`config.mk`:
```
export PLATFORM = sky130hd
export DESIGN_NAME = jtag_tap_datapath
export DESIGN_NICKNAME = d
export VERILOG_FILES = /design/src/rtl/jtag_tap_datapath.sv
export SDC_FILE = /design/constraint.sdc
export NUM_CORES = 1
export LEC_CHECK = 0
export ABC_AREA = 1
export CORE_MARGIN = 5
export CORE_UTILIZATION = 40
export CTS_CLUSTER_DIAMETER = 40
export DETAILED_ROUTE_END_ITERATION = 8
export GPL_TIMING_DRIVEN = 0
export MAX_ROUTING_LAYER = met4
export PLACE_DENSITY = 0.6
export SYNTH_ARGS = -nofsm -noshare
export SYNTH_HDL_FRONTEND = slang
export SYNTH_SLANG_ARGS = --single-unit
```
`constraint.sdc`:
```
create_clock -name TCK -period 3.4 [get_ports TCK]
set_input_delay 0.68 -clock TCK [delete_from_list [all_inputs] [get_ports TCK]]
set_output_delay 0.68 -clock TCK [all_outputs]
set_load 0.03 [all_outputs]
```
`src/rtl/jtag_tap_datapath.sv`:
```
// jtag_tap_datapath: IR, BYPASS, IDCODE and USER data registers driven by TAP state strobes, with TDO launch.
module jtag_tap_datapath #(
   parameter int IR_W = 4,
   parameter logic [31:0] IDCODE_VAL = 32'h1234_5679,
   parameter int USER_W = 16,
   parameter logic [IR_W-1:0] OP_IDCODE = IR_W'(4'h1),
   parameter logic [IR_W-1:0] OP_USER = IR_W'(4'h2),
   parameter logic [IR_W-1:0] OP_BYPASS = '1
) (
   input  logic              TCK,
   input  logic              TRST,
   input  logic              TDI,
   input  logic              tap_reset,
   input  logic              ir_capture,
   input  logic              ir_shift,
   input  logic              ir_update,
   input  logic              dr_capture,
   input  logic              dr_shift,
   input  logic              dr_update,
   input  logic [USER_W-1:0] user_din,
   output logic              TDO,
   output logic              tdo_en,
   output logic [IR_W-1:0]   instr,
   output logic [USER_W-1:0] user_dout,
   output logic              user_update
);
   logic [IR_W-1:0] ir_q, ir_d, instr_q, instr_d;
   logic byp_q, byp_d;
   logic [31:0] id_q, id_d;
   logic [USER_W-1:0] usr_q, usr_d, dout_q, dout_d;
   logic upd_q, upd_d, tdo_q, tdo_en_q;
   logic busy, cap_ir, cap_dr, sh_ir, sh_dr, up_ir, up_dr;
   logic sel_id, sel_usr, sel_byp, dr_bit;
   // Resolve simultaneous strobes: tap_reset > capture > shift > update.
   assign busy    = tap_reset | ir_capture | dr_capture;
   assign cap_ir  = !tap_reset & ir_capture;
   assign cap_dr  = !tap_reset & !ir_capture & dr_capture;
   assign sh_ir   = !busy & ir_shift;
   assign sh_dr   = !busy & !ir_shift & dr_shift;
   assign up_ir   = !busy & !ir_shift & !dr_shift & ir_update;
   assign up_dr   = !busy & !ir_shift & !dr_shift & !ir_update & dr_update;
   assign sel_id  = instr_q == OP_IDCODE;
   assign sel_usr = instr_q == OP_USER;
   assign sel_byp = (instr_q == OP_BYPASS) | !(sel_id | sel_usr);
   assign dr_bit  = sel_id ? id_q[0] : sel_usr ? usr_q[0] : byp_q;
   // Next-state for IR, instruction and the selected data register.
   always_comb begin
      ir_d    = tap_reset ? '0 : cap_ir ? IR_W'(2'b01) : sh_ir ? {TDI, ir_q[IR_W-1:1]} : ir_q;
      instr_d = tap_reset ? OP_IDCODE : up_ir ? ir_q : instr_q;
      byp_d   = tap_reset ? 1'b0 : (cap_dr & sel_byp) ? 1'b0 : (sh_dr & sel_byp) ? TDI : byp_q;
      id_d    = tap_reset ? '0 : (cap_dr & sel_id) ? IDCODE_VAL : (sh_dr & sel_id) ? {TDI, id_q[31:1]} : id_q;
      usr_d   = tap_reset ? '0 : (cap_dr & sel_usr) ? user_din : (sh_dr & sel_usr) ? {TDI, usr_q[USER_W-1:1]} : usr_q;
      upd_d   = up_dr & sel_usr;
      dout_d  = (up_dr & sel_usr) ? usr_q : dout_q;
   end
   // Rising-edge state; TRST clears everything, including the parallel USER output.
   always_ff @(posedge TCK or negedge TRST) begin
      if (!TRST) begin
         ir_q    <= '0;
         instr_q <= OP_IDCODE;
         byp_q   <= 1'b0;
         id_q    <= '0;
         usr_q   <= '0;
         dout_q  <= '0;
         upd_q   <= 1'b0;
      end else begin
         ir_q    <= ir_d;
         instr_q <= instr_d;
         byp_q   <= byp_d;
         id_q    <= id_d;
         usr_q   <= usr_d;
         dout_q  <= dout_d;
         upd_q   <= upd_d;
      end
   end
   // TDO launches on the falling edge so it is stable across the next rising edge.
   always_ff @(negedge TCK or negedge TRST) begin
      if (!TRST) begin
         tdo_q    <= 1'b0;
         tdo_en_q <= 1'b0;
      end else begin
         tdo_q    <= sh_ir ? ir_q[0] : sh_dr ? dr_bit : 1'b0;
         tdo_en_q <= sh_ir | sh_dr;
      end
   end
   assign TDO         = tdo_q;
   assign tdo_en      = tdo_en_q;
   assign instr       = instr_q;
   assign user_dout   = dout_q;
   assign user_update = upd_q;
endmodule

```
==> results of run 1 <==
==> metrics by stage <==
stage,std cells,setup WS (ns)
floorplan,435,0.1037
global placement,593,-2.636
detailed placement,594,-0.5016
CTS,610,0.005803
global route,610,0.02788
finish,610,0.1094
==> worst max-delay path, cell delays in order <==
cell,delay (ns)
dlygate4sd2_1,0.31
nor2_8,0.18
nand4_4,0.12
nor2_2,0.19
buf_6,0.18
buf_6,0.15
nand2_1,0.06
nand3_1,0.08
==> power groups by stage <==
stage	combinational [mW]	sequential, mW	clock (mW)
final	0.154	0.926	0.763
after CTS	0.157	0.926	0.782
after floorplan	0.0788	0.943	0
after global routing	0.171	0.928	0.822
after global placement	0.153	0.944	0
after detailed placement	0.158	0.944	0
==> cell usage in the layout (no fill, tap or decap), drive strengths merged, types with 4 or more instances in the layout <==
cell             n
a21oi           15
buf             22
clkbuf          13
clkdlybuf4s50   40
dfrtp           73
dlygate4sd2      4
inv             31
nand2          176
nand3           70
nor2            17
o21ai           25
==> flip-flops by register name, indices dropped and copies added, names as in the netlist <==
register,count
id_q,32
TDO,1
user_dout,16
user_update,1
ir_q,4
byp_q,1
usr_q,16
tdo_en,1
instr,4
==> worst max path at each step <==
stage	start	to	slack [ns]	depth (start not counted)
3_3_place_gp	TRST	tdo_en	-2.64	1
2_1_floorplan	tap_reset	TDO	0.10	8
6_report	ir_capture	TDO	0.11	8
4_1_cts	tdo_en	tdo_en	0.006	1
3_5_place_dp	ir_capture	TDO	-0.50	8
5_1_grt	ir_capture	TDO	0.03	8
==> cell type report <==
type | count | area, sq um
clock inverter | 4 | 72.57
inverter | 32 | 131.4
sequential | 76 | 1903
multi-input combinational | 308 | 1491
buffer | 19 | 140.1
clock buffer | 12 | 145.1
fill | 915 | 4562
tap | 111 | 138.9
timing repair buffer | 48 | 480.5
==> logic make-up after synthesis <==
logic type / Yosys count / synth area share
compound gates: 42 / 0.05806
buf+inv: 51 / 0.07343
simple gates: 266 / 0.3490
flops: 76 / 0.5195
==> timing repair <==
item                       4_1_cts  5_1_grt
setup endpoints to repair        3        1
gates resized for setup         14        2
buffers inserted                 0        0
==> routing by layer <==
metal,vias to the layer above,global-route usage
li1,1516,-
met1,1460,0.2227
met2,64,0.2673
met3,9,0.02572
met4,0,0.05365
met5,-,-
==> flow_metrics.py, run 1 <==
metrics = {
    "outcome": {
        "status": "finished, final reports clean",
    },
    "final_layout": {
        "drive_gt1_frac": 0.1263,
        "postLayoutCellArea_sq_um": 4503,
        "finalCoreUtilization": 0.4968,
        "area_growth_pct": 22.92,
        "finalNetCount": 520,
        "n_antenna_cell": 0,
    },
    "pwr": {
        "ir_drop_v": 0.0002728,
        "p_leak_nw": 2.269,
        "p_clk_frac": 0.414,
        "p_comb_frac": 0.083,
        "switchingPower_uw": 435.4,
        "total_power_mw": 1.844,
        "power_density_nw_per_um2": 409.4,
        "internal_power_mw": 1.408,
        "seqPwrFrac": 0.503,
        "switching_share": 0.2362,
    },
    "synth": {
        "ys_seq_elements": 76,
        "post-synth-top-count-cell": "nand2_1",
        "syn_inst": 435,
        "syn_area_sq_um": 3664,
        "ys_async_sr_fraction": 1.000,
        "yosysTopAreaCell": "dfrtp_1",
        "ys_seq_area_frac": 0.5195,
        "post_synth.cell_area_avg_sq_um": 8.422,
        "synth_top_cells_by_area": "dfrtp_1 (50%), nand2_1 (17%), nand3_1 (9.3%)",
        "yosys_warnings": 0,
        "yosysTopAreaCellShare": 0.4986,
        "ys_top_cells_by_count": "nand2_1 (168), dfrtp_1 (73), nand3_1 (68)",
        "dominantRegCellSynth": "dfrtp_1",
        "ys_types": 29,
        "synth-edff-count": 0,
        "synth.net_count": 461,
    },
    "critical_path": {
        "worstPathMaxFanout": 10,
        "endpoint_kind": "flop",
        "critPathKind": "in -> reg",
        "reg2reg_depth": 6,
        "regToRegSetupSlack_ns": 0.25,
        "critPathRequiredTime_ns": 2.06,
        "regToRegStartpoint": "instr[0]",
        "critPathLaunchType": "input pin",
        "reg2reg_to": "TDO",
        "cp_data_arrival_time_ns": 1.95,
    },
    "job": {
        "cap_violations": 0,
    },
    "global_route": {
        "grt_use_total": 0.1683,
        "overflow": 0,
        "grt_antenna_before_repair": 0,
        "grt_pass1_vias": 3146,
        "grt_first_pass_wirelength_mm": 14.99,
        "grt_max_degree": 53,
    },
    "floorplan": {
        "rows": 35,
        "initial_core_util": 0.4041,
        "dieArea_sq_um": 11170,
        "core_sq_um": 9065,
        "chipWidth_um": 105.7,
        "pin_count": 49,
        "die_h_um": 105.7,
    },
    "clock_network": {
        "clock_latency_ns": 0.34,
        "clockBufferDepth": 2,
        "htreeDepth": 3,
        "cts_buffers": 9,
        "hold_buffers": 0,
        "cts_tree": "done",
        "cts.sinks": 76,
        "cts.clk_slew.worst_paths_ns": 0.08,
        "cts_root_buf": "clkbuf_8",
    },
    "sta": {
        "finClkSkew_ns": 0.01406,
        "final-setup-viol-count": 0,
        "hold_ws_ns": 0.2355,
        "tightest_slew_ns": 0.4643,
        "relSlewSlack": 0.6905,
        "finalSetupTns_ns": 0,
        "drv_slew": 0,
        "rsz0062_at_grt": "false",
        "final_hold_viol_count": 0,
    },
    "detailed_routing": {
        "drtIter0Drc": 170,
        "drc": 0,
        "wl_met2_mm": 3.946,
        "vias": 3049,
        "first_pass_iters": 4,
        "vias_per_cell": 4.998,
        "wl_met3_um": 327,
        "wl_met1_mm": 4.088,
        "wire_per_inst_um": 13.88,
        "postRouteAntennaNets": 0,
        "top_layer": "met4",
        "finalWirelength_mm": 8.468,
    },
    "placed_design": {
        "io_buffers": 47,
        "dpl_cell_area_sq_um": 4298,
        "hpwl_mm": 6.030,
        "finalWeightedCongestion": 0.8217,
    },
    "min_path": {
        "hold_path.class": "in -> async",
    },
}
Power figures use the tool's default switching activity.
==> run 2, diff against run 1 <==
--- a/config.mk
+++ b/config.mk
@@ -16,3 +16,4 @@
 export SYNTH_ARGS = -nofsm -noshare
 export SYNTH_HDL_FRONTEND = slang
 export SYNTH_SLANG_ARGS = --single-unit
+export TNS_END_PERCENT = 100
==> results of run 2 <==
The final DEF is identical to that of run 1; final timing and power are the same.
==> run 3, diff against run 2 <==
--- a/config.mk
+++ b/config.mk
@@ -13,6 +13,7 @@
 export GPL_TIMING_DRIVEN = 0
 export MAX_ROUTING_LAYER = met4
 export PLACE_DENSITY = 0.6
+export SKIP_LAST_GASP = 1
 export SYNTH_ARGS = -nofsm -noshare
 export SYNTH_HDL_FRONTEND = slang
 export SYNTH_SLANG_ARGS = --single-unit
==> results of run 3 <==
The final DEF is identical to that of run 1; final timing and power are the same.
Main changes from that run: number of gates resized after CTS 14 -> 12; wire length of the first global-routing pass 14990 um -> 15010 um; via count of the first global-routing pass 3146 -> 3152; overall routing resource usage 0.1683 -> 0.1684; met1 usage 0.2227 -> 0.2231
